File: config.mk
export PLATFORM = sky130hd
export DESIGN_NAME = bridge_car_counter
export DESIGN_NICKNAME = d
export VERILOG_FILES = /design/src/rtl/bridge_pkg.sv /design/src/rtl/lane_edge_detect.sv /design/src/rtl/bridge_car_counter.sv
export SDC_FILE = /design/constraint.sdc
export NUM_CORES = 1
export LEC_CHECK = 0
export CAP_MARGIN = 30
export CORE_MARGIN = 2
export CORE_UTILIZATION = 51
export CTS_CLUSTER_DIAMETER = 200
export DETAILED_ROUTE_END_ITERATION = 7
export PLACE_DENSITY = 0.82
export SYNTH_ARGS = -nofsm -noshare
export SYNTH_HDL_FRONTEND = slang
export SYNTH_SLANG_ARGS = --single-unit
File: constraint.sdc
create_clock -name Clk -period 4.31 [get_ports Clk]
set_input_delay 1.0775 -clock Clk [delete_from_list [all_inputs] [get_ports Clk]]
set_output_delay 1.0775 -clock Clk [all_outputs]
set_load 0.01 [all_outputs]
File: src/rtl/bridge_pkg.sv
// rtl/bridge_pkg.sv - shared bridge occupancy constants and state encodings
package bridge_pkg;

    localparam int DEF_LANES    = 2;
    localparam int DEF_CNT_W    = 4;
    localparam int DEF_MAX_CARS = 10;

    typedef enum logic [1:0] {
        ST_EMPTY    = 2'd0,
        ST_OCCUPIED = 2'd1,
        ST_FULL     = 2'd2,
        ST_FAULT    = 2'd3
    } bridge_state_e;

endpackage

File: src/rtl/lane_edge_detect.sv
// rtl/lane_edge_detect.sv - per-lane rising-edge detector for sensor levels
module lane_edge_detect #(
    parameter int W = 2
) (
    input  logic         clk,
    input  logic         rst_n,
    input  logic [W-1:0] sensor,
    output logic [W-1:0] rise
);

    logic [W-1:0] prev_q;
    logic [W-1:0] prev_d;

    always_comb begin
        prev_d = sensor;
    end

    always_ff @(posedge clk or negedge rst_n) begin
        if (!rst_n) begin
            prev_q <= '0;
        end else begin
            prev_q <= prev_d;
        end
    end

    // prev clears on reset, so a sensor already high at release counts once
    assign rise = sensor & ~prev_q;

endmodule

File: src/rtl/bridge_car_counter.sv
// rtl/bridge_car_counter.sv - multi-lane bridge deck occupancy counter
// Entries and exits net out before saturating; faults are sticky until cleared.
module bridge_car_counter
    import bridge_pkg::*;
#(
    parameter int LANES    = DEF_LANES,
    parameter int CNT_W    = DEF_CNT_W,
    parameter int MAX_CARS = DEF_MAX_CARS
) (
    input  logic             Clk,
    input  logic             Reset,
    input  logic [LANES-1:0] CarIn,
    input  logic [LANES-1:0] CarOut,
    input  logic             ClearFault,
    output logic [CNT_W-1:0] CarCount,
    output logic             ExistCar,
    output logic             Full,
    output logic             Overflow,
    output logic             Underflow,
    output logic [1:0]       State
);

    // Wide enough for count + LANES entries and count - LANES exits, plus sign
    localparam int TW = CNT_W + $clog2(LANES) + 2;
    localparam logic signed [TW-1:0] MAX_T    = TW'(MAX_CARS);
    localparam logic [CNT_W-1:0]     MAX_CNT  = CNT_W'(MAX_CARS);

    logic [LANES-1:0] in_rise;
    logic [LANES-1:0] out_rise;

    lane_edge_detect #(.W(LANES)) u_in_edge (
        .clk    (Clk),
        .rst_n  (Reset),
        .sensor (CarIn),
        .rise   (in_rise)
    );

    lane_edge_detect #(.W(LANES)) u_out_edge (
        .clk    (Clk),
        .rst_n  (Reset),
        .sensor (CarOut),
        .rise   (out_rise)
    );

    logic [CNT_W-1:0]       count_q, count_d;
    logic                   ovf_q, ovf_d;
    logic                   unf_q, unf_d;
    bridge_state_e          state_q, state_d;

    logic [TW-1:0]          nin, nout;
    logic signed [TW-1:0]   t;
    logic                   ovf_event, unf_event;

    always_comb begin
        nin  = '0;
        nout = '0;
        for (int i = 0; i < LANES; i++) begin
            nin  = nin  + {{(TW-1){1'b0}}, in_rise[i]};
            nout = nout + {{(TW-1){1'b0}}, out_rise[i]};
        end
        t = $signed({{(TW-CNT_W){1'b0}}, count_q} + nin - nout);
    end

    always_comb begin
        count_d   = count_q;
        ovf_event = 1'b0;
        unf_event = 1'b0;
        if (t[TW-1]) begin
            count_d   = '0;
            unf_event = 1'b1;
        end else if (t > MAX_T) begin
            count_d   = MAX_CNT;
            ovf_event = 1'b1;
        end else begin
            count_d   = t[CNT_W-1:0];
        end

        // A fault raised in the clearing cycle wins over the clear
        ovf_d = (ovf_q & ~ClearFault) | ovf_event;
        unf_d = (unf_q & ~ClearFault) | unf_event;
    end

    always_comb begin
        state_d = ST_OCCUPIED;
        if (ovf_d || unf_d) begin
            state_d = ST_FAULT;
        end else if (count_d == '0) begin
            state_d = ST_EMPTY;
        end else if (count_d == MAX_CNT) begin
            state_d = ST_FULL;
        end
    end

    always_ff @(posedge Clk or negedge Reset) begin
        if (!Reset) begin
            count_q <= '0;
            ovf_q   <= 1'b0;
            unf_q   <= 1'b0;
            state_q <= ST_EMPTY;
        end else begin
            count_q <= count_d;
            ovf_q   <= ovf_d;
            unf_q   <= unf_d;
            state_q <= state_d;
        end
    end

    assign CarCount  = count_q;
    assign ExistCar  = |count_q;
    assign Full      = (count_q == MAX_CNT);
    assign Overflow  = ovf_q;
    assign Underflow = unf_q;
    assign State     = state_q;

endmodule

==> flow_summary_export.csv, run 1 <==
group,metric,value,unit
status,outcome,"completed",
floorplanning,rows,13,
routing,wl,1300,µm
routing,drc,0,
final_layout,diodes,0,
global_route,grt_start_max_net_pins,13,
critical_path,r2r_slack,1.39,ns
critical_path,slowest_stage,"or4b_1",
cts,postCtsResizedCells,0,
global_route,grt_pass1_wl,2020,µm
global_route,track_usage,19.1,%
global_route,grt_pass1_vias,478,
cts,clock_latency,0.28,ns
final_layout,layoutNonFillerInstCount,101,
final_layout,multi_input_area,375,µm²
power,p_sw,0.000241,W
routing,detail-route-antenna-nets,0,
sta,fin_skew,0.00517,ns
cts,post_cts_buffers,0,
sta,period_share,89.5,%
power,ir_drop,362,µV
critical_path,cp.buffers_inverters,2,
critical_path,path_cells,"clkdlybuf4s50_1 > nor2b_1 > fa_1 > fa_1 > inv_1 > ha_1 > fa_1 > or4b_1 > nand3_1 > nand3_1",
synth,synthCells,66,
routing,drtIter0Drc,9,
power,p_per_area,673,mW/mm²
sta,finalHoldViolCount,0,
routing,drt_pre_antenna_iters,3,
sta,hold_ws,0.541,ns
place,placedCellCount,97,
sta,finalSetupViolCount,0,
floorplanning,ioPinCount,17,
synth,yosys_warnings,0,
critical_path,end_kind,"register",
floorplanning,core_area,0.00130,mm²
sta,fin_setup_tns,0,ns
final_layout,seqCellArea,300,µm²
cts,cts_buffer_depth,2,
sta,worst_slew_pin_slew,0.536,ns
cts,h-tree-depth,1,
sta,layout_setup_ws,0.453,ns
sta,period_needed,3.86,ns
final_layout,layout.nets,104,
routing,via_count,521,
cts,cts_tree,"done",
sta,rsz0062_at_grt,"false",
power,power_frac_comb,59.9,%
sta,fmax,259,MHz
floorplanning,die_w,41.4,µm
critical_path,critical_path.max_fanout,4,
floorplanning,dieHeight,41.4,µm
floorplanning,dieArea,0.00171,mm²
final_layout,fill_cells,106,
cts,cts-hold-fix-buffers,0,
place,place_ws,0.171,ns
synth,synth_nets,83,
cts,path_clk_slew,0.07,ns
critical_path,crit_top_cell,"fa_1",
power,seq_power_share,25.6,%
run,cap_violations,0,
critical_path,cp_data_arrival_time,4.00,ns
final_layout,syn2layout_area_growth,30.2,%
cts,clock-sinks,12,
critical_path,start_kind,"input pin",
synth,ys_seq_elements,12,
hold_path,hold_class,"register to register",
critical_path,cp_slowest_stage_delay,0.53,ns
synth,syn_area,713,µm²
floorplanning,start_util,54.8,%
place,gp_routability_congestion,0.811,
critical_path,required,4.45,ns
synth,ys_seq_area_share,42.1,%
synth,syn_area_per_cell,10.8,µm²
power,p_leak,0.425,nW
global_route,antenna_found_initial,0,
power,p_clk_share,14.5,%
critical_path,worstSetupPathType,"input pin to register",
power,p_int,0.000384,W
place,port_buffers,16,
cts,numCtsBuffers,3,
critical_path,cp_top_family,"adder cells",
final_layout,layout-drive-gt1-share,8.14,%
cts,cts_root_buffer,"clkbuf_4",
power,switching_share,38.6,%
routing,drt-wirelength-per-cell,12.9,µm
global_route,overflow,0,
synth,synth.distinct_cells,22,
place,place_hpwl,1040,µm
sta,slew_violations,0,
sta,relSlewSlack,64.2,%
routing,routed_via_density,5.16,
==> flip-flops by register name (all words and copies together), names as in the netlist <==
name               flops
CarCount               4
State                  2
u_in_edge.prev_q       2
u_out_edge.prev_q      2
Overflow               1
Underflow              1
==> tightest hold or removal path, delay by kind of cell, from the launching register on <==
| kind | cells | cell delay [ns] |
|---|---|---|
| DFF | 1 | 0.38 |
| AOI/OAI and AO/OA | 1 | 0.06 |
| buffers and inverters | 1 | 0.07 |
==> per-layer routing <==
metal | global-route usage [%] | part of all wire (%)
met1 | 24.1 | 45
met2 | 30.9 | 48
met3 | 3.72 | 5.2
met4 | 9.68 | 1.9
met5 | 0 | 0
==> area by class of cell <==
cell class,count,share of cell area [%]
sequential,12,32.3
inverter,10,4.04
tap,15,2.02
multi-input combinational,44,40.4
timing repair buffer,16,17.3
clock buffer,4,3.91
==> power groups by stage <==
stage | clock network (W) | logic (W) | registers [W]
floorplan | 0 | 0.000236 | 0.000174
global placement | 0 | 0.000364 | 0.000161
detailed placement | 0 | 0.000373 | 0.000163
CTS | 0.0000937 | 0.000376 | 0.000160
global route | 0.0000982 | 0.000422 | 0.000164
finish | 0.0000907 | 0.000374 | 0.000160
==> stage by stage <==
stage	power [W]	utilization, %	instance area, µm²
floorplan	0.000410	-	713
global placement	0.000525	68.6	892
detailed placement	0.000535	68.6	892
CTS	0.000630	71.3	928
global route	0.000684	71.3	928
finish	0.000625	71.3	928
==> cell usage in the layout, fill, tap and decap left out, drive strengths merged <==
cell	n
nor2	2
xnor2	1
dfrtp	12
nand3	4
a211oi	1
and3	3
o21bai	1
fa	3
clkbuf	4
nand2b	6
nor2b	3
or4b	1
inv	10
ha	7
a211o	1
o21ai	3
clkdlybuf4s50	16
o22ai	1
nor3b	1
o32a	1
a21oi	4
xor2	1
==> synth_stat cells (all sizes together) <==
library cell	instances	area, µm²
xnor2	1	8.76
nand3	4	20.0
a211oi	1	12.5
o22ai	1	6.26
inv	10	37.5
o21bai	1	7.51
o21ai	3	15.0
nor3b	1	12.5
a21oi	4	20.0
nor2b	3	18.8
nand2b	6	37.5
a211o	1	8.76
o32a	1	10.0
xor2	1	8.76
ha	7	87.6
dfrtp	12	300
and3	3	23.8
nor2	2	7.51
or4b	1	10.0
fa	3	60.1
==> cell families after synthesis <==
| logic type | share of synthesized area, % |
|---|---|
| fa+ha+maj | 20.7 |
| flops | 42.1 |
| buf+inv | 5.26 |
| compound gates | 11.2 |
| xor+xnor | 2.46 |
| simple gates | 18.2 |
==> final timing paths <==
check                                      from                   end  depth (start not counted)
max reg2reg                u_out_edge.prev_q[0]              State[0]                          9
min reg2reg                           Underflow             Underflow                          2
min                                   Underflow             Underflow                          2
max in group asynchronous                 Reset              Overflow                          1
min in group asynchronous                 Reset  u_out_edge.prev_q[1]                          1
max                                   CarOut[0]              State[0]                         10
Power figures use the tool's default switching activity.
==> inputs of run 2 (changes only) <==
--- a/config.mk
+++ b/config.mk
@@ -11,6 +11,8 @@
 export CTS_CLUSTER_DIAMETER = 200
 export DETAILED_ROUTE_END_ITERATION = 7
 export PLACE_DENSITY = 0.82
+export RECOVER_POWER = 25
+export SKIP_CTS_REPAIR_TIMING = 1
 export SYNTH_ARGS = -nofsm -noshare
 export SYNTH_HDL_FRONTEND = slang
 export SYNTH_SLANG_ARGS = --single-unit
==> flow_summary_export.csv, run 2 (synthesis results as in run 1) <==
group,metric,value,unit
global_route,overflow,0,
critical_path,critical_path.max_fanout,4,
routing,via_count,518,
cts,cts_tree,"done",
sta,relSlewSlack,63.6,%
place,gp_routability_congestion,0.811,
hold_path,hold_depth,2,
final_layout,layout.nets,104,
global_route,track_usage,19.1,%
final_layout,diodes,0,
final_layout,largest_reg_flops,4,
critical_path,cp.buffers_inverters,2,
sta,period_share,91.6,%
hold_path,hold_start,"Underflow",
critical_path,start_kind,"input pin",
critical_path,r2r_start,"u_out_edge.prev_q[0]",
final_layout,final_common_cell,"dfrtp_1",
floorplanning,start_util,54.8,%
sta,slew_violations,0,
critical_path,slowest_stage,"dlygate4sd3_1",
final_layout,layout-drive-gt1-share,8.14,%
critical_path,worstSetupPathType,"input pin to register",
sta,finalHoldViolCount,0,
sta,finalSetupViolCount,0,
global_route,antenna_found_initial,0,
cts,cts_buffer_depth,2,
critical_path,cp_top_family,"adder cells",
sta,period_needed,3.95,ns
sta,rsz0062_at_grt,"false",
routing,drt_pre_antenna_iters,3,
routing,drt-wirelength-per-cell,12.8,µm
final_layout,syn2layout_area_growth,30.2,%
hold_path,hold_class,"register to register",
cts,path_clk_slew,0.07,ns
power,p_per_area,670,mW/mm²
run,cap_violations,0,
cts,numCtsBuffers,3,
global_route,grt_pass1_vias,478,
floorplanning,dieArea,0.00171,mm²
final_layout,layoutNonFillerInstCount,101,
routing,wl,1290,µm
status,outcome,"completed",
critical_path,cp_slowest_stage_delay,0.55,ns
floorplanning,rows,13,
critical_path,required,4.45,ns
routing,drtIter0Drc,8,
critical_path,cp_data_arrival_time,4.09,ns
floorplanning,core_area,0.00130,mm²
place,port_buffers,16,
critical_path,end_kind,"register",
sta,fin_setup_tns,0,ns
cts,clock-sinks,12,
critical_path,crit_top_cell,"fa_1",
floorplanning,die_w,41.4,µm
cts,clock_latency,0.28,ns
sta,worst_slew_pin_slew,0.544,ns
global_route,grt_pass1_wl,2020,µm
floorplanning,dieHeight,41.4,µm
final_layout,final_cell_mix,"dfrtp_1, clkdlybuf4s50_1, inv_1, ha_1, nand2b_1",
critical_path,path_cells,"dlygate4sd3_1 > nor2b_1 > fa_1 > fa_1 > inv_1 > ha_1 > fa_1 > or4b_1 > nand3_1 > nand3_1",
power,p_leak,0.426,nW
routing,detail-route-antenna-nets,0,
power,ir_drop,361,µV
global_route,grt_start_max_net_pins,13,
routing,drc,0,
sta,fmax,253,MHz
critical_path,r2r_cells,9,
routing,routed_via_density,5.13,
cts,cts_root_buffer,"clkbuf_4",
place,placedCellCount,97,
sta,fin_skew,0.00520,ns
place,place_hpwl,1040,µm
hold_path,holdPathEnd,"Underflow",
critical_path,reg2reg_to,"State[0]",
critical_path,r2r_slack,1.39,ns
cts,h-tree-depth,1,
floorplanning,ioPinCount,17,
==> run 2: final cells by class <==
type,instances,area [µm²]
timing repair buffer,16,160
tap,15,18.8
fill,106,373
sequential,12,300
multi-input combinational,44,375
clock buffer,4,36.3
inverter,10,37.5
==> run 2: how the worst max path moves through the flow <==
stage,start,endpoint,cells after the start,slack [ns]
6_report,CarOut[1],State[0],10,0.36
5_1_grt,CarOut[1],CarCount[0],10,0.22
4_1_cts,CarOut[0],State[0],10,0.45
3_5_place_dp,CarOut[0],State[0],10,0.17
3_3_place_gp,CarOut[0],State[0],10,0.19
2_1_floorplan,CarOut[1],State[0],9,0.78
==> run 2: tightest hold or removal path, stage by stage (launching register included) <==
cell,delay [ns]
dfrtp_1,0.38
inv_1,0.07
o21ai_1,0.06
==> run 2: through the flow <==
stage	hold slack (ns)	power [W]	utilization, %	area, µm²	setup WS, ns
after floorplan	0.561	0.000410	-	713	0.781
after global placement	0.529	0.000525	68.6	892	0.193
after detailed placement	0.535	0.000535	68.6	892	0.171
after CTS	0.543	0.000630	71.3	928	0.446
after global routing	0.556	0.000683	71.3	928	0.216
final	0.542	0.000622	71.3	928	0.364
==> run 2: power breakdown <==
group	internal [W]	leakage, nW	switching (W)
clock network	0.0000514	0.0210	0.0000393
registers	0.000144	0.138	0.0000164
logic	0.000188	0.267	0.000184
==> run 2: layer usage <==
| metal | track usage, % | part of all wire (%) | wire length (µm) |
|---|---|---|---|
| met4 | 9.68 | 1.9 | 25 |
| met2 | 30.9 | 48 | 622 |
| met5 | 0 | 0 | 0 |
| met1 | 24.1 | 45 | 578 |
| met3 | 3.72 | 5.1 | 66 |
==> patch: new RTL, config.mk and constraints of run 1 <==
`DEF_LANES`: 2 -> 1.
--- a/src/rtl/bridge_pkg.sv
+++ b/src/rtl/bridge_pkg.sv
@@ -2,5 +2,5 @@
 package bridge_pkg;
 
-    localparam int DEF_LANES    = 2;
+    localparam int DEF_LANES    = 1;
     localparam int DEF_CNT_W    = 4;
     localparam int DEF_MAX_CARS = 10;
Ports: changed (resized CarIn and CarOut); port bits go from 17 to 15. No check against the original RTL was run, so the function may have changed too.
==> patch against run 1 <==
- via count down 1.2%
- worst setup slack better by 460 ps
- design area down 6.5%
- sequential cell count down 2
- wire length up 5.5%
- area after synthesis down 4.9%
- fmax up 14%
- power up 23%
- register-to-register slack better by 390 ps
- clock skew about the same
==> patch: results (changes against run 1) <==
| Metric | Value |
|---|---|
| Area post-placement | 832 sq um (was 892 sq um) |
| Drt pass-1 iters | 4 (was 3) |
| Worst Skew | 5.40 ps (was 5.17 ps) |
| Final min period | 3400 ps (was 3860 ps) |
| Final nets | 95 (was 104) |
| DR vias | 515 (was 521) |
| Mean post-synth cell area | 10.8 sq um (about the same) |
| WHS | 572 ps (was 541 ps) |
| Number of global-route vias before repair | 481 (was 478) |
| CP max FO | 5 (was 4) |
| First-pass GRT wire length | 2.08 mm (was 2.02 mm) |
| Synth Area in Compound Gates | 0.162 (was 0.112) |
| Reg-to-reg slack, setup | 1780 ps (was 1390 ps) |
| Global Route Usage Sum | 0.202 (was 0.191) |
| Post-synthesis sequential area ratio | 0.369 (was 0.421) |
| GR met1 Demand/Resource | 0.228 (was 0.241) |
| Yosys cell types | 28 (was 22) |
| Synth Area in XOR/XNOR | 0.0590 (was 0.0246) |
| Outcome | finished clean (unchanged) |
| Slew headroom | 0.663 (was 0.642) |
| Adder-cell area share of the yosys netlist | 0.177 (was 0.207) |
| GPL Wtd Cong | 0.876 (was 0.811) |
| DP HPWL | 1.06 mm (was 1.04 mm) |
| Met3 usage | 0.0833 (was 0.0372) |
| Post-Place Worst Slack | 625 ps (was 171 ps) |
[patch: kinds of logic (layout without fill, tap and decap cells)]
kind of cell               Yosys count  in the layout
buffers and inverters               10             27
adders and majority gates            9              9
muxes                                2              2
and+or+nand+nor                     15             15
xor gates and xnor gates             3              3
AOI/OAI and AO/OA                   14             14
DFF                                 10             10
[patch: worst paths after layout]
| kind | startpoint | end | cells past startpoint |
|---|---|---|---|
| max | CarIn | State[1] | 10 |
| min | Underflow | Underflow | 2 |
| max reg2reg | u_in_edge.prev_q | State[1] | 9 |
| min reg2reg | Underflow | Underflow | 2 |
| max in group asynchronous | Reset | State[0] | 1 |
| min in group asynchronous | Reset | u_out_edge.prev_q | 1 |
[patch: stage by stage]
step           power, uW  utilization
2_1_floorplan        527            -
3_3_place_gp         663        0.656
3_5_place_dp         673        0.656
4_1_cts              764        0.684
5_1_grt              823        0.684
6_report             766        0.684
[patch: cell type report]
| type | instances | area [sq um] | area share |
|---|---|---|---|
| clock buffers | 4 | 36.3 | 0.0418 |
| inverters | 9 | 33.8 | 0.0389 |
| multi-input cells | 43 | 389 | 0.448 |
| flip-flops and latches | 10 | 250 | 0.288 |
| well taps | 15 | 18.8 | 0.0216 |
| repair buffers | 14 | 140 | 0.161 |
[patch: routing by layer]
metal  wire, microns  vias up
met5               0        -
met4               5        0
met3              68        2
met2             726       12
met1             572      252
li1                -      249
[patch: critical path: stages]
cell and delay [ps]:
clkdlybuf4s50_1 490, nand2b_1 70, ha_1 260, inv_1 40
ha_1 200, fa_1 410, a211o_1 290, and3_4 180
a311oi_4 290, o2111ai_1 180
[patch: where the power goes]
group,switching [uW],internal (uW)
sequential,25.8,128
combinational,264,262
clock,35.2,51.3
total,325,441
